--- src/rtl/jt12_pg_pipe_if.sv ---
// Slot-data bus between the phase-generator sequencer and the FM
// operator pipeline: per-slot frequency inputs plus the phase outputs.
interface jt12_pg_pipe_if;
  logic        zero;
  logic [2:0]  block;
  logic [10:0] fnum;
  logic [4:0]  lfo_mod;
  logic [2:0]  pms;
  logic [2:0]  detune;
  logic [3:0]  mul;
  logic        pg_rst;
  logic [4:0]  keycode;
  logic [9:0]  phase_op;
  logic [4:0]  slot_out;
  logic        op_valid;
  logic        sync_err;

  modport master (
    output zero, block, fnum, lfo_mod, pms, detune, mul, pg_rst,
    input  keycode, phase_op, slot_out, op_valid, sync_err
  );

  modport slave (
    input  zero, block, fnum, lfo_mod, pms, detune, mul, pg_rst,
    output keycode, phase_op, slot_out, op_valid, sync_err
  );
endinterface

--- src/rtl/jt12_pg_pipe.sv ---
// Time-multiplexed phase generator for the 24 FM operator slots.
// Stage I registers the phase-step terms of the incoming slot, stage II
// applies detune/MUL and accumulates into a circular per-slot phase store,
// and the output stage presents the top 10 phase bits to the operator.
module jt12_pg_pipe #(
  parameter int unsigned SLOTS   = 24,
  parameter int unsigned PHASE_W = 20
) (
  input  logic          clk,
  input  logic          rst_n,
  input  logic          clk_en,
  jt12_pg_pipe_if.slave pg
);

  localparam int unsigned VW = $clog2(SLOTS + 3);

  // DT1 magnitude, YM2612 table indexed by keycode; rows packed {dt1,dt2,dt3}
  function automatic logic [4:0] dt_mag(input logic [4:0] kc, input logic [1:0] d);
    logic [14:0] row;
    case (kc)
      5'd0, 5'd1, 5'd2, 5'd3: row = {5'd0, 5'd1,  5'd2};
      5'd4:                   row = {5'd1, 5'd2,  5'd2};
      5'd5, 5'd6, 5'd7:       row = {5'd1, 5'd2,  5'd3};
      5'd8:                   row = {5'd1, 5'd2,  5'd4};
      5'd9, 5'd10:            row = {5'd1, 5'd3,  5'd4};
      5'd11:                  row = {5'd1, 5'd3,  5'd5};
      5'd12:                  row = {5'd2, 5'd4,  5'd5};
      5'd13, 5'd14:           row = {5'd2, 5'd4,  5'd6};
      5'd15:                  row = {5'd2, 5'd5,  5'd7};
      5'd16:                  row = {5'd2, 5'd5,  5'd8};
      5'd17:                  row = {5'd3, 5'd6,  5'd8};
      5'd18:                  row = {5'd3, 5'd6,  5'd9};
      5'd19:                  row = {5'd3, 5'd7,  5'd10};
      5'd20:                  row = {5'd4, 5'd8,  5'd11};
      5'd21:                  row = {5'd4, 5'd8,  5'd12};
      5'd22:                  row = {5'd4, 5'd9,  5'd13};
      5'd23:                  row = {5'd5, 5'd10, 5'd14};
      5'd24:                  row = {5'd5, 5'd11, 5'd16};
      5'd25:                  row = {5'd6, 5'd12, 5'd17};
      5'd26:                  row = {5'd6, 5'd13, 5'd19};
      5'd27:                  row = {5'd7, 5'd14, 5'd20};
      default:                row = {5'd8, 5'd16, 5'd22};
    endcase
    case (d)
      2'd1:    return row[14:10];
      2'd2:    return row[9:5];
      2'd3:    return row[4:0];
      default: return 5'd0;
    endcase
  endfunction

  logic [4:0]         cnt;
  logic [4:0]         cur_slot;
  logic [VW-1:0]      vcnt;

  logic [10:0]        pm_prod;
  logic [10:0]        pm_mag;
  logic [11:0]        fsum;
  logic [16:0]        phinc_c;
  logic [4:0]         kc_c;
  logic [4:0]         dtm_c;
  logic signed [5:0]  dt_c;

  logic [16:0]        phinc_i;
  logic signed [5:0]  dt_i;
  logic [3:0]         mul_i;
  logic [4:0]         slot_i;

  logic [16:0]        step17;
  logic [PHASE_W-1:0] step_w;
  logic [PHASE_W-1:0] phase_new;
  logic [PHASE_W-1:0] store [SLOTS];

  logic [9:0]         ph_ii;
  logic [4:0]         slot_ii;

  assign cur_slot = pg.zero ? 5'd0 : cnt;

  // Stage I arithmetic: LFO-modulated fnum, octave shift, keycode, detune
  always_comb begin
    pm_prod = {4'd0, pg.fnum[10:4]} * {7'd0, pg.lfo_mod[3:0]};
    pm_mag  = '0;
    if (pg.pms != 3'd0)
      pm_mag = pm_prod >> (4'd10 - {1'b0, pg.pms});
    // pm_mag stays below fnum, so the downward swing cannot underflow
    fsum    = pg.lfo_mod[4] ? ({1'b0, pg.fnum} - {1'b0, pm_mag})
                            : ({1'b0, pg.fnum} + {1'b0, pm_mag});
    phinc_c = 17'(({7'd0, fsum} << pg.block) >> 1);
    kc_c    = {pg.block, pg.fnum[10],
               (pg.fnum[10] & (|pg.fnum[9:7])) | (~pg.fnum[10] & (&pg.fnum[9:7]))};
    dtm_c   = dt_mag(kc_c, pg.detune[1:0]);
    dt_c    = pg.detune[2] ? 6'(-{1'b0, dtm_c}) : {1'b0, dtm_c};
  end

  // Stage II arithmetic: detuned step, MUL scaling, accumulate or restart
  always_comb begin
    step17    = phinc_i + {{11{dt_i[5]}}, dt_i};
    step_w    = (mul_i == 4'd0) ? PHASE_W'(step17 >> 1)
                                : PHASE_W'({4'd0, step17} * {17'd0, mul_i});
    phase_new = pg.pg_rst ? '0 : store[SLOTS-1] + step_w;
  end

  // Slot sequencing, frame-sync error pulse and output-valid qualification
  always_ff @(posedge clk or negedge rst_n) begin
    if (!rst_n) begin
      cnt         <= '0;
      vcnt        <= '0;
      pg.op_valid <= 1'b0;
      pg.sync_err <= 1'b0;
    end else begin
      pg.sync_err <= clk_en && pg.zero && (cnt != 5'd0);
      if (clk_en) begin
        if (pg.zero)                   cnt <= 5'd1;
        else if (cnt == 5'(SLOTS - 1)) cnt <= '0;
        else                           cnt <= cnt + 5'd1;
        if (!pg.op_valid) begin
          vcnt <= vcnt + 1'b1;
          if (vcnt == VW'(SLOTS + 1))
            pg.op_valid <= 1'b1;
        end
      end
    end
  end

  // Pipeline registers: stage I, stage II and the operator-facing outputs
  always_ff @(posedge clk or negedge rst_n) begin
    if (!rst_n) begin
      phinc_i     <= '0;
      dt_i        <= '0;
      mul_i       <= '0;
      slot_i      <= '0;
      pg.keycode  <= '0;
      ph_ii       <= '0;
      slot_ii     <= '0;
      pg.phase_op <= '0;
      pg.slot_out <= '0;
    end else if (clk_en) begin
      phinc_i     <= phinc_c;
      dt_i        <= dt_c;
      mul_i       <= pg.mul;
      slot_i      <= cur_slot;
      pg.keycode  <= kc_c;
      ph_ii       <= phase_new[PHASE_W-1 -: 10];
      slot_ii     <= slot_i;
      pg.phase_op <= ph_ii;
      pg.slot_out <= slot_ii;
    end
  end

  // Circular phase store: head feeds stage II, new phase enters at the tail
  always_ff @(posedge clk or negedge rst_n) begin
    if (!rst_n) begin
      for (int unsigned i = 0; i < SLOTS; i++)
        store[i] <= '0;
    end else if (clk_en) begin
      for (int unsigned i = SLOTS - 1; i > 0; i--)
        store[i] <= store[i-1];
      store[0] <= phase_new;
    end
  end

endmodule

--- src/flat_wrapper.sv ---
// flat-port wrapper written by rule: the top's interface ports become plain ports
module jt12_pg_pipe_flat 
#(
  parameter int unsigned SLOTS   = 24,
  parameter int unsigned PHASE_W = 20
)
  (clk, rst_n, clk_en, pg_zero, pg_block, pg_fnum, pg_lfo_mod, pg_pms, pg_detune, pg_mul, pg_pg_rst, pg_keycode, pg_phase_op, pg_slot_out, pg_op_valid, pg_sync_err);
  jt12_pg_pipe_if pg_i ();
  input  logic clk;
  input  logic rst_n;
  input  logic clk_en;
  input wire logic [$bits(pg_i.zero)-1:0] pg_zero;
  input wire logic [$bits(pg_i.block)-1:0] pg_block;
  input wire logic [$bits(pg_i.fnum)-1:0] pg_fnum;
  input wire logic [$bits(pg_i.lfo_mod)-1:0] pg_lfo_mod;
  input wire logic [$bits(pg_i.pms)-1:0] pg_pms;
  input wire logic [$bits(pg_i.detune)-1:0] pg_detune;
  input wire logic [$bits(pg_i.mul)-1:0] pg_mul;
  input wire logic [$bits(pg_i.pg_rst)-1:0] pg_pg_rst;
  output wire logic [$bits(pg_i.keycode)-1:0] pg_keycode;
  output wire logic [$bits(pg_i.phase_op)-1:0] pg_phase_op;
  output wire logic [$bits(pg_i.slot_out)-1:0] pg_slot_out;
  output wire logic [$bits(pg_i.op_valid)-1:0] pg_op_valid;
  output wire logic [$bits(pg_i.sync_err)-1:0] pg_sync_err;
  assign pg_i.zero = pg_zero;
  assign pg_i.block = pg_block;
  assign pg_i.fnum = pg_fnum;
  assign pg_i.lfo_mod = pg_lfo_mod;
  assign pg_i.pms = pg_pms;
  assign pg_i.detune = pg_detune;
  assign pg_i.mul = pg_mul;
  assign pg_i.pg_rst = pg_pg_rst;
  assign pg_keycode = pg_i.keycode;
  assign pg_phase_op = pg_i.phase_op;
  assign pg_slot_out = pg_i.slot_out;
  assign pg_op_valid = pg_i.op_valid;
  assign pg_sync_err = pg_i.sync_err;
  jt12_pg_pipe #(.SLOTS(SLOTS), .PHASE_W(PHASE_W)) u_core (.clk(clk), .rst_n(rst_n), .clk_en(clk_en), .pg(pg_i));
endmodule
--- config.mk ---
export PLATFORM = sky130hd
export DESIGN_NAME = jt12_pg_pipe_flat
export DESIGN_NICKNAME = d
export VERILOG_FILES = /design/src/rtl/jt12_pg_pipe_if.sv /design/src/rtl/jt12_pg_pipe.sv /design/src/flat_wrapper.sv
export SDC_FILE = /design/constraint.sdc
export NUM_CORES = 1
export LEC_CHECK = 0
export BUFFER_PORTS_ARGS = -buffer_cell sky130_fd_sc_hd__buf_2
export CAP_MARGIN = 20
export CORE_UTILIZATION = 58
export DETAILED_ROUTE_END_ITERATION = 7
export PLACE_DENSITY = 0.79
export SYNTH_ARGS = -nofsm -noshare
export SYNTH_HDL_FRONTEND = slang
export SYNTH_SLANG_ARGS = --single-unit
--- constraint.sdc ---
create_clock -name clk -period 8.2 [get_ports clk]
set_clock_uncertainty 0.2 [all_clocks]
set_input_delay 0 -clock clk [delete_from_list [all_inputs] [get_ports clk]]
set_output_delay 0 -clock clk [all_outputs]
set_load 0.02 [all_outputs]
==> results.md, run 1 <==
- Status: complete, no violations
- Number of max-cap violations: 0
- Vias per cell: slightly below 6
- Largest net degree at the start of global routing: 205
- Worst R2R Start: u_core.dt_i[0]$_DFFE_PN0P_
- Die height: roughly 220 um
- Comb power frac: 48.4%
- Synth Instances: 2224
- CTS clk-pin slew, worst paths: 0.06 ns
- Seq pwr share: 33.0%
- Register area: 0.01349 mm2
- Hold path start: pg_fnum[0]
- Crit path launch: pg_fnum[8]
- Number of I/O pins: 56
- Slowest CP cell: a2111oi_2
- Met1 GRT Util: ~30%
- Routed Antenna Nets: 0
- Die width: 218.1 um
- Slew margin rel.: between 20% and 30%
- H-tree levels: 2
- Die footprint: 0.04759 mm2
- Site row count: 78
- GRT Overall Usage: 22.88%
- Hold WC Path Type: in -> reg
- Starting DRT DRC Count: 1145
- RSZ-0062 raised after global routing: no
- WP data required: 8.48 ns
- Most frequent CP cell: inv_1
- Slew Viols, Final: 0
- Routed len/inst: 18.02 um
- Met2 Usage GRT: 38.57%
- Number of remaining DRC errors: 0
- Final setup violation count: 0
- Worst vdd ir: 0.3410 mV
- Switch Pwr: between 5 and 6 mW
- Area of the mapped netlist: between 0.02 and 0.03 mm2
- Initial antenna violation count: 1
- Root buffer cell: clkbuf_16
- Critical Path AT: 7.94 ns
- Share of layout cells above drive strength 1: 29.38%
- Routability cong.: slightly below 0.9
- Drt pass-1 iters: 5
- Nets: 2434
- Crit. End Element: flip-flop
- Setup TNS Final: 0 ns
- Post-synth EDFFs: 0
- Reg2reg path depth: 29
- # fillers: approximately 3300
- Final hold vios: 0
- Initial Util: 59.20%
- Port bufs: 55
- Grt met3 use: 3.827%
- Critical path type: in -> reg
- Post-synth net total: 2395
- Synth warn: 0
- CTS Sinks: 539
- First-pass GRT wire length: between 80 and 90 mm
- Placed wire-length estimate: 35.79 mm
- Multi-input logic area: 0.01270 mm2
- P&R area growth vs syn: 10.48%
- CP max stage delay: 0.62 ns
- Int Pwr: 8.098 mW
- Crit start category: input port
- Grt ovf: 0
- LEAKAGE: between 10 and 15 nW
- Async SR Flop Fraction: 100.0%
- Critical-path maximum fanout: 8
- Commonest non-fill, non-tap cell in the layout: dfrtp_1
- Worst-Margin Slew: ~1.1 ns
- Most frequent cells in the layout: dfrtp_1 (539), mux2_2 (492), inv_1 (121), ha_1 (94), nand2_1 (92)
- Synth Register Bits: 539
- Clock latency on the worst-skew pair: 0.61 ns
- Hold WS: 0.01843 ns
- Busiest layer in global routing: met2
- Seq/Total Area, Yosys: 49.78%
- Total setup buffers inserted after CTS: 0
- Clock power share: 18.5%
- Clock Path Buffers: 3
- Num CTS Buffers: 53
- PD cells: roughly 440 mW/mm2
- Diode count: 0
- Total core area: around 0.046 mm2
- Drt total wl: 52.34 mm
- Vias in the first global route: between 15000 and 20000
- Hold Path Cell Cnt: 6
- Crit share post-route: 93.39%
- Cell variety after synth: 83
- Dominant synthesized flop cell: dfrtp_1
- Vias: 16890
- Fmax: 130.6 MHz
- Sw Share: around two fifths
- Syn Area/Cell: 12.18 um2
- CTS tree: built
- Period minus WS final: approximately 7.7 ns
[synth_stat cells, drive strengths merged, types with 4 or more instances]
| cell | number | area share [%] |
|---|---|---|
| a31o | 6 | 0.19 |
| o21bai | 6 | 0.17 |
| clkbuf | 83 | 1.1 |
| dfrtp | 539 | 50 |
| nor4 | 4 | 0.092 |
| xor2 | 21 | 0.68 |
| a31oi | 17 | 0.39 |
| o31a | 5 | 0.16 |
| nand4 | 7 | 0.16 |
| nand2b | 20 | 0.46 |
| a21oi | 70 | 1.3 |
| a2111oi | 5 | 0.17 |
| a21o | 15 | 0.42 |
| o22ai | 8 | 0.21 |
| a211oi | 19 | 0.56 |
| nand3b | 4 | 0.11 |
| nand2 | 93 | 1.3 |
| o211ai | 15 | 0.42 |
| a21boi | 5 | 0.14 |
| ha | 94 | 4.3 |
| o31ai | 14 | 0.39 |
| o2111ai | 4 | 0.13 |
| o2bb2ai | 20 | 0.65 |
| nor2 | 90 | 1.2 |
| mux2i | 10 | 0.37 |
| or2 | 6 | 0.14 |
| nand3 | 22 | 0.42 |
| nor2b | 16 | 0.37 |
| fa | 43 | 3.2 |
| inv | 122 | 1.7 |
| o21ai | 69 | 1.3 |
| or3 | 12 | 0.28 |
| and3 | 13 | 0.30 |
| xnor2 | 48 | 1.6 |
| mux2 | 492 | 20 |
| o21a | 10 | 0.28 |
| o311ai | 4 | 0.13 |
| nor3 | 37 | 0.74 |
| and2 | 71 | 1.6 |
| o41ai | 5 | 0.19 |
| buf | 29 | 0.56 |
[metrics by stage]
stage | std cells | worst slack [ns] | utilization, % | total power [mW] | area, um2
2_1_floorplan | 2224 | 1.849 | - | 9.064 | 27100
3_3_place_gp | 2780 | 0.9471 | 60.83 | 10.34 | 27840
3_5_place_dp | 2780 | 0.8415 | 60.83 | 10.67 | 27840
4_1_cts | 2903 | 0.4152 | 65.33 | 13.22 | 29900
5_1_grt | 2904 | 0.09857 | 65.40 | 14.14 | 29940
6_report | 2904 | 0.5420 | 65.40 | 13.17 | 29940
[critical path: cells and delay by family]
family | cells | cell delay, ns
AND/OR/NAND/NOR | 4 | 0.66
AO/OA/AOI/OAI | 13 | 3.60
adder cells (fa/ha/maj) | 5 | 1.84
multiplexers | 1 | 0.29
buffers and inverters | 7 | 1.56
[power groups by stage]
stage | logic [mW] | clock network (mW) | registers (mW)
floorplan | 4.91 | 0 | 4.15
global placement | 6.03 | 0 | 4.31
detailed placement | 6.28 | 0 | 4.39
CTS | 6.36 | 2.50 | 4.36
global route | 7.03 | 2.62 | 4.49
finish | 6.37 | 2.44 | 4.35
[flip-flops by register name, indices dropped and copies added, names as in the netlist]
register / flops
u_core.slot_ii: 5
u_core.phinc_i: 17
u_core.vcnt: 5
u_core.pg.op_valid: 1
u_core.pg.sync_err: 1
u_core.slot_i: 5
u_core.mul_i: 4
u_core.dt_i: 6
u_core.pg.slot_out: 5
u_core.pg.keycode: 5
u_core.store: 480
u_core.cnt: 5
[per-layer routing]
| metal | vias up | part of all wire, % |
|---|---|---|
| li1 | 7952 | - |
| met1 | 8545 | 44 |
| met2 | 295 | 49 |
| met3 | 102 | 4.2 |
| met4 | 0 | 2.7 |
| met5 | - | 0 |
[kinds of logic after synthesis]
kind of cell	share of synthesized area (%)
simple gates	7.614
mux	21.06
flops	49.78
xor+xnor	2.230
compound gates	8.358
fa+ha+maj	7.517
buf+inv	3.440
[path summary, 6_finish.rpt]
check | endpoint | slack [ns]
min in group asynchronous | u_core.store[349]$_DFFE_PN0P_ | 0.34
worst max register to register | u_core.store[479]$_DFFE_PN0P_ | 1.19
max in group asynchronous | u_core.store[153]$_DFFE_PN0P_ | 5.96
worst min-delay path | u_core.phinc_i[1]$_DFFE_PN0P_ | 0.02
worst min register to register | u_core.vcnt[4]$_DFFE_PN0P_ | 0.28
worst max-delay path | u_core.phinc_i[16]$_DFFE_PN0P_ | 0.54
[timing repair]
action | in CTS | in global routing
endpoints found under the setup margin | 0 | 1
resized for setup | 0 | 1
hold endpoints to repair | 431 | 0
hold buffers | 27 | 0
[cell type report]
class | count | area share, %
well taps | 600 | 2.508
multi-input cells | 1448 | 42.41
clock inverters | 17 | 0.7607
clock buffers | 79 | 5.162
repair buffers | 96 | 2.533
flip-flops and latches | 539 | 45.06
inverters | 125 | 1.567
Note: power is estimated with default switching activity, not from simulation.
==> run 2, diff against run 1 <==
PLACE_DENSITY = 0.78   (was 0.79)
==> results.md, run 2 (synthesis results as in run 1) <==
- CP max stage delay: 0.59 ns (was 0.62 ns)
- Slew margin rel.: 28.46% (was 27.60%)
- Initial antenna violation count: 1 (unchanged)
- Worst-Margin Slew: 1.073 ns (was 1.086 ns)
- Multi-input logic area: 0.01269 mm2 (was 0.01270 mm2)
- Critical Path AT: 7.76 ns (was 7.94 ns)
- Largest Register: u_core.store (unchanged)
- Die height: 218.1 um (unchanged)
- Register area: 0.01349 mm2 (unchanged)
- Total core area: 0.04577 mm2 (unchanged)
- Worst R2R Start: u_core.dt_i[0]$_DFFE_PN0P_ (unchanged)
- Number of I/O pins: 56 (unchanged)
- Vias: 16570 (was 16890)
- H-tree levels: 2 (unchanged)
- GRT Overall Usage: 21.74% (was 22.88%)
- Nets: 2438 (was 2434)
- Num CTS Buffers: 52 (was 53)
- LEAKAGE: 14.32 nW (was 14.30 nW)
- Non-Filler Instances: 2912 (was 2904)
- Initial Util: 59.20% (unchanged)
- Critical path type: in -> reg (unchanged)
- Vias per cell: 5.689 (was 5.817)
- Placed wire-length estimate: 33.17 mm (was 35.79 mm)
- Grt ovf: 0 (unchanged)
- Number of max-cap violations: 0 (unchanged)
- Drt total wl: 50.00 mm (was 52.34 mm)
- Fmax: 133.8 MHz (was 130.6 MHz)
- Share of layout cells above drive strength 1: 29.51% (was 29.38%)
- Starting DRT DRC Count: 1014 (was 1145)
- DP Cell Count: 2777 (was 2780)
- Routed len/inst: 17.17 um (was 18.02 um)
- Period minus WS final: 7.475 ns (was 7.658 ns)
- Clock latency on the worst-skew pair: 0.60 ns (was 0.61 ns)
- First-pass GRT wire length: 85.00 mm (was 88.20 mm)
- Root buffer cell: clkbuf_16 (unchanged)
- Final setup violation count: 0 (unchanged)
- PD cells: 430.3 mW/mm2 (was 439.8 mW/mm2)
- Routed Antenna Nets: 0 (unchanged)
- Drt pass-1 iters: 7 (was 5)
- Hold WC Path Type: in -> reg (unchanged)
- P&R area growth vs syn: 10.57% (was 10.48%)
- Status: complete, no violations (unchanged)
- RSZ-0062 raised after global routing: no (unchanged)
- Crit path buf inv count: 5 (was 7)
- Hold path start: pg_fnum[2] (was pg_fnum[0])
- Die footprint: 0.04759 mm2 (unchanged)
- Clock Path Buffers: 3 (unchanged)
- CTS Sinks: 539 (unchanged)
- Final Util: 65.46% (was 65.40%)
- Site row count: 78 (unchanged)
- Most frequent cells in the layout: dfrtp_1 (539), mux2_2 (492), inv_1 (121), ha_1 (94), nand2_1 (92) (unchanged)
- Number of flip-flops in the largest register: 480 (unchanged)
- Setup TNS Final: 0 ns (unchanged)
- WP data required: 8.48 ns (about the same)
- # fillers: 3273 (was 3306)
- Largest net degree at the start of global routing: 204 (was 205)
- Top Registers: u_core.store x480, u_core.phinc_i x17, u_core.dt_i x6 (unchanged)
- CP delay by family, top: compound AO/OA/AOI/OAI gates (unchanged)
- Die width: 218.1 um (unchanged)
- Number of remaining DRC errors: 0 (unchanged)
- Crit. End Element: flip-flop (unchanged)
- Crit share post-route: 91.16% (was 93.39%)
- Routability cong.: 0.8856 (was 0.8861)
- Vias in the first global route: 16960 (was 17450)
- Worst vdd ir: 0.3490 mV (was 0.3410 mV)
- CTS clk-pin slew, worst paths: 0.07 ns (was 0.06 ns)
- Final hold vios: 0 (unchanged)
- Crit path launch: pg_fnum[8] (unchanged)
- Commonest non-fill, non-tap cell in the layout: dfrtp_1 (unchanged)
- CTS tree: built (unchanged)
- Port bufs: 55 (unchanged)
- Total setup buffers inserted after CTS: 0 (unchanged)
- Slowest CP cell: nor3_2 (was a2111oi_2)
- Overall Power: 12.89 mW (was 13.17 mW)
- Critical-path maximum fanout: 9 (was 8)
- Crit start category: input port (unchanged)
- Slew Viols, Final: 0 (unchanged)
[run 2: cell type report]
cell class                      instances  share of cell area (%)
Sequential cell                       539                   45.02
Multi-Input combinational cell       1448                   42.35
Clock buffer                           77                   5.224
Timing Repair Buffer                  101                   2.664
Tap cell                              600                   2.506
Inverter                              125                   1.566
Clock inverter                         21                  0.6681
Antenna cell                            1                0.008352
[run 2: where the power goes]
part           internal, mW  leakage, nW  switching (mW)  total [mW]
Combinational          2.90         6.39            3.24        6.14
Clock                  1.39        0.878            1.01        2.41
Sequential             3.75         7.06           0.590        4.34
[run 2: layer usage]
| layer | wire length (um) | vias up | track usage (%) |
|---|---|---|---|
| met5 | 0 | - | 0 |
| met4 | 1211 | 0 | 7.016 |
| met3 | 1690 | 75 | 3.243 |
| met2 | 24220 | 276 | 36.06 |
| met1 | 22880 | 8274 | 29.43 |
| li1 | - | 7940 | - |
[run 2: metrics by stage]
stage          hold WS [ns]  area (um2)  setup WS, ns
6_report            0.08247       29960        0.7247
5_1_grt             0.07286       29960        0.1252
3_3_place_gp        -0.2132       27810         1.058
4_1_cts             0.04696       29960        0.6095
2_1_floorplan       -0.4956       27100         1.849
3_5_place_dp        -0.2052       27810        0.9130
[run 2: what timing repair did]
action,in CTS,in global routing
hold buffers,36,0
resized for setup,0,1
endpoints found under the hold margin,562,0
setup endpoints to repair,0,1
[run 2: worst paths after layout]
kind / slack [ns] / to / cells after the start
worst max-delay path: 0.72 / u_core.phinc_i[16]$_DFFE_PN0P_ / 26
max in group asynchronous: 5.84 / u_core.store[336]$_DFFE_PN0P_ / 5
worst min-delay path: 0.08 / u_core.phinc_i[2]$_DFFE_PN0P_ / 6
worst min register to register: 0.29 / u_core.vcnt[4]$_DFFE_PN0P_ / 1
worst max register to register: 1.18 / u_core.store[479]$_DFFE_PN0P_ / 25
min in group asynchronous: 0.35 / u_core.pg.slot_out[4]$_DFFE_PN0P_ / 4
[run 2: worst reg2reg max path: stages (launching register included)]
cell and delay [ns]:
dfrtp_1 0.41, ha_1 0.19, inv_1 0.06, fa_1 0.40
xnor2_1 0.39, nand2_1 0.13, fa_1 0.49, fa_1 0.54
fa_1 0.48, nor2b_1 0.12, o21ai_0 0.11, a21boi_0 0.27
o21ai_0 0.15, a21boi_0 0.34, o2111ai_1 0.20, a31oi_1 0.37
xnor2_1 0.11, mux2_2 0.28, ha_1 0.36, nand2_1 0.09
o21ai_0 0.24, a211oi_1 0.11, o41ai_1 0.44, xnor2_1 0.19
xnor2_1 0.14, o2bb2ai_1 0.07
==> run 3, diff against run 2 <==
ABC_AREA = 1   (was unset)
==> results.md, run 3 <==
- LEAKAGE: 14.40 nW (was 14.32 nW)
- Seq/Total Area, Yosys: 51.14% (was 49.78%)
- Grt ovf: 0 (unchanged)
- Critical-path maximum fanout: 13 (was 9)
- Share of layout cells above drive strength 1: 5.660% (was 29.51%)
- Placed wire-length estimate: 35.76 mm (was 33.17 mm)
- Dominant synthesized flop cell: dfrtp_1 (unchanged)
- Commonest non-fill, non-tap cell in the layout: nand2_1 (was dfrtp_1)
- Port bufs: 55 (unchanged)
- Period minus WS final: 7.037 ns (was 7.475 ns)
- Total core area: 0.04451 mm2 (was 0.04577 mm2)
- Routability cong.: 0.9161 (was 0.8856)
- Vias per cell: 5.318 (was 5.689)
- Number of max-cap violations: 0 (unchanged)
- CTS resizes: 0 (unchanged)
- Nets: 3310 (was 2438)
- Vias in the first global route: 20000 (was 16960)
- FF-to-FF End: u_core.store[479]$_DFFE_PN0P_ (unchanged)
- Post-synth top area cell: dfrtp_1 (unchanged)
- Synth top area share: 51.14% (was 49.78%)
- Slew Viols, Final: 0 (unchanged)
- Total setup buffers inserted after CTS: 0 (unchanged)
- Largest net degree at the start of global routing: 235 (was 204)
- WP data required: 8.52 ns (was 8.48 ns)
- Routed Antenna Nets: 0 (unchanged)
- Synth Instances: 3129 (was 2224)
- Die width: 215.2 um (was 218.1 um)
- CTS clk-pin slew, worst paths: 0.06 ns (was 0.07 ns)
- Clock Path Buffers: 3 (unchanged)
- Hold WS: 0.04498 ns (was 0.08247 ns)
- P&R area growth vs syn: 10.69% (was 10.57%)
- Vias: 20060 (was 16570)
- Fmax: 142.1 MHz (was 133.8 MHz)
- First-pass GRT wire length: 95.83 mm (was 85.00 mm)
- Worst vdd ir: 0.2147 mV (was 0.3490 mV)
- CTS Sinks: 539 (unchanged)
- Slowest CP cell: dfrtp_1 (was nor3_2)
- Largest Register: u_core.store (unchanged)
- Most frequent CP cell: inv_1
- Starting DRT DRC Count: 1826 (was 1014)
- Top Registers: u_core.store x480, u_core.phinc_i x17, u_core.dt_i x6 (unchanged)
- Critical path type: reg -> reg (was in -> reg)
- Hold path start: pg_lfo_mod[4] (was pg_fnum[2])
- Most frequent cells in the layout: nand2_1 (792), o21ai_0 (570), dfrtp_1 (539), inv_1 (483), nor2_1 (99) (was dfrtp_1 (539), mux2_2 (492), inv_1 (121), ha_1 (94), nand2_1 (92))
- Crit start category: flip-flop (was input port)
- Site row count: 77 (was 78)
- Drt total wl: 55.22 mm (was 50.00 mm)
- Initial antenna violation count: 3 (was 1)
- Cell variety after synth: 47 (was 83)
- Num CTS Buffers: 53 (was 52)
- Post-CTS Hold Fix Bufs: 31 (was 36)
- Root buffer cell: clkbuf_16 (unchanged)
- Slew margin rel.: 33.45% (was 28.46%)
- Critical Path AT: 7.36 ns (was 7.76 ns)
- CP max stage delay: 0.61 ns (was 0.59 ns)
- Crit path to: u_core.store[479]$_DFFE_PN0P_ (was u_core.phinc_i[16]$_DFFE_PN0P_)
- Status: complete, no violations (unchanged)
- Worst-Margin Slew: 0.9982 ns (was 1.073 ns)
- Crit path launch: u_core.dt_i[5]$_DFFE_PN0P_ (was pg_fnum[8])
- Dominant cell by count in the synthesized netlist: nand2_1 (was dfrtp_1)
- GRT Overall Usage: 24.61% (was 21.74%)
- Async SR Flop Fraction: 100.0% (unchanged)
- Number of flip-flops in the largest register: 480 (unchanged)
- R2R Setup Slk: 1.16 ns (was 1.18 ns)
- PD cells: 338.2 mW/mm2 (was 430.3 mW/mm2)
- Synth top area cells: dfrtp_1 (51%), nand2_1 (11%), o21ai_0 (11%), inv_1 (6.9%), ha_1 (4.5%) (was dfrtp_1 (50%), mux2_2 (20%), ha_1 (4.3%), fa_1 (3.2%), inv_1 (1.7%))
- CTS tree: built (unchanged)
- Initial Util: 59.25% (was 59.20%)
- Clock latency on the worst-skew pair: 0.60 ns (about the same)
- Drt pass-1 iters: 5 (was 7)
- Worst R2R Start: u_core.dt_i[5]$_DFFE_PN0P_ (was u_core.dt_i[0]$_DFFE_PN0P_)
- Hold Path Cell Cnt: 7 (was 6)
- Die footprint: 0.04633 mm2 (was 0.04759 mm2)
- Setup TNS Final: 0 ns (unchanged)
- RSZ-0062 raised after global routing: no (unchanged)
- Post-synth EDFFs: 0 (unchanged)
- Area of the mapped netlist: 0.02637 mm2 (was 0.02710 mm2)
- Multi-input logic area: 0.01047 mm2 (was 0.01269 mm2)
- Die height: 215.2 um (was 218.1 um)
- Final hold vios: 0 (unchanged)
- Crit. End Element: flip-flop (unchanged)
- Synth warn: 0 (unchanged)
- H-tree levels: 2 (unchanged)
- Number of I/O pins: 56 (unchanged)
- Synth Register Bits: 539 (unchanged)
- Synth top cells by count: nand2_1 (792), o21ai_0 (570), dfrtp_1 (539), inv_1 (483), clkbuf_1 (123) (was dfrtp_1 (539), mux2_2 (492), inv_1 (121), ha_1 (94), nand2_1 (92))
- Hold WC Path Type: in -> reg (unchanged)
- Register area: 0.01349 mm2 (unchanged)
- Number of remaining DRC errors: 0 (unchanged)
- Reg2reg path depth: 35 (was 25)
- Syn Area/Cell: 8.429 um2 (was 12.18 um2)
- Routed len/inst: 14.63 um (was 17.17 um)
- Crit share post-route: 85.82% (was 91.16%)
- Post-synth net total: 3300 (was 2395)
- Final setup violation count: 0 (unchanged)
- # fillers: 3592 (was 3273)
-- run 3: cell types whose count changed after synthesis, moves of 13 or more --
cell / change
xnor2_1: -31
nand2b_1: -20
mux2_2: -492
and2_1: -68
nor3_1: -24
nor2b_1: -16
nand2_1: +700
nand3_1: +73
a21oi_1: +24
o21ai_0: +501
clkbuf_1: +40
inv_1: +362
o2bb2ai_1: -20
a211oi_1: -13
-- run 3: cell type report --
type / instances / share of cell area (%)
clock inverters: 19 / 0.9301
well taps: 592 / 2.537
multi-input cells: 1959 / 35.88
diodes: 1 / 0.008572
clock buffers: 77 / 5.503
repair buffers: 98 / 2.640
inverters: 488 / 6.300
flip-flops and latches: 539 / 46.20
-- run 3: logic make-up (layout without fill, tap and decap cells) --
group                      after synthesis  after routing  synth area share [%]
muxes                                    5              5                0.1898
AOI/OAI and AO/OA                      740            740                 14.68
adders and majority gates              137            137                 7.724
other                                    0              1                     0
DFF                                    539            539                 51.14
and+or+nand+nor                       1026           1026                 15.40
buffers and inverters                  631            682                 9.142
xor gates and xnor gates                51             51                 1.722
-- run 3: worst min-delay path by stage --
stage,end,slack [ns]
2_1_floorplan,u_core.cnt[0]$_DFFE_PN0P_,-0.50
3_3_place_gp,u_core.pg.keycode[2]$_DFFE_PN0P_,-0.04
3_5_place_dp,u_core.pg.keycode[1]$_DFFE_PN0P_,-0.02
4_1_cts,u_core.phinc_i[12]$_DFFE_PN0P_,0.003
5_1_grt,u_core.mul_i[0]$_DFFE_PN0P_,0.07
6_report,u_core.phinc_i[12]$_DFFE_PN0P_,0.04
-- run 3: critical path, delay by kind of cell (launching register included) --
kind	cells	cell delay [ns]
xor gates and xnor gates	2	0.55
and+or+nand+nor	13	1.68
DFF	1	0.61
buffers and inverters	5	0.30
adders and majority gates	5	2.00
AOI/OAI and AO/OA	10	1.62
-- run 3: stage by stage --
| step | util, % | area (um2) | worst slack [ns] | instances | total power [mW] |
|---|---|---|---|---|---|
| 3_5_place_dp | 60.56 | 26960 | 1.220 | 3644 | 7.260 |
| 2_1_floorplan | - | 26370 | 1.998 | 3129 | 6.288 |
| 5_1_grt | 65.59 | 29190 | 0.4129 | 3773 | 10.65 |
| 6_report | 65.59 | 29190 | 1.163 | 3773 | 9.874 |
| 3_3_place_gp | 60.56 | 26960 | 1.399 | 3644 | 7.129 |
| 4_1_cts | 65.52 | 29160 | 1.178 | 3771 | 9.893 |
-- run 3: report_power, final --
group | internal, mW | total (mW) | switching [mW]
combinational | 1.33 | 3.81 | 2.48
clock | 1.52 | 2.57 | 1.04
sequential | 3.22 | 3.50 | 0.276
total | 6.08 | 9.87 | 3.80
-- run 3: routing by layer --
layer	vias up	wire length (um)	part of all wire, %	GRT usage, %
met3	106	2163	3.9	3.623
met1	9697	25650	46	34.10
met4	0	1500	2.7	7.683
met2	337	25900	47	40.17
li1	9923	-	-	-
met5	-	0	0	0
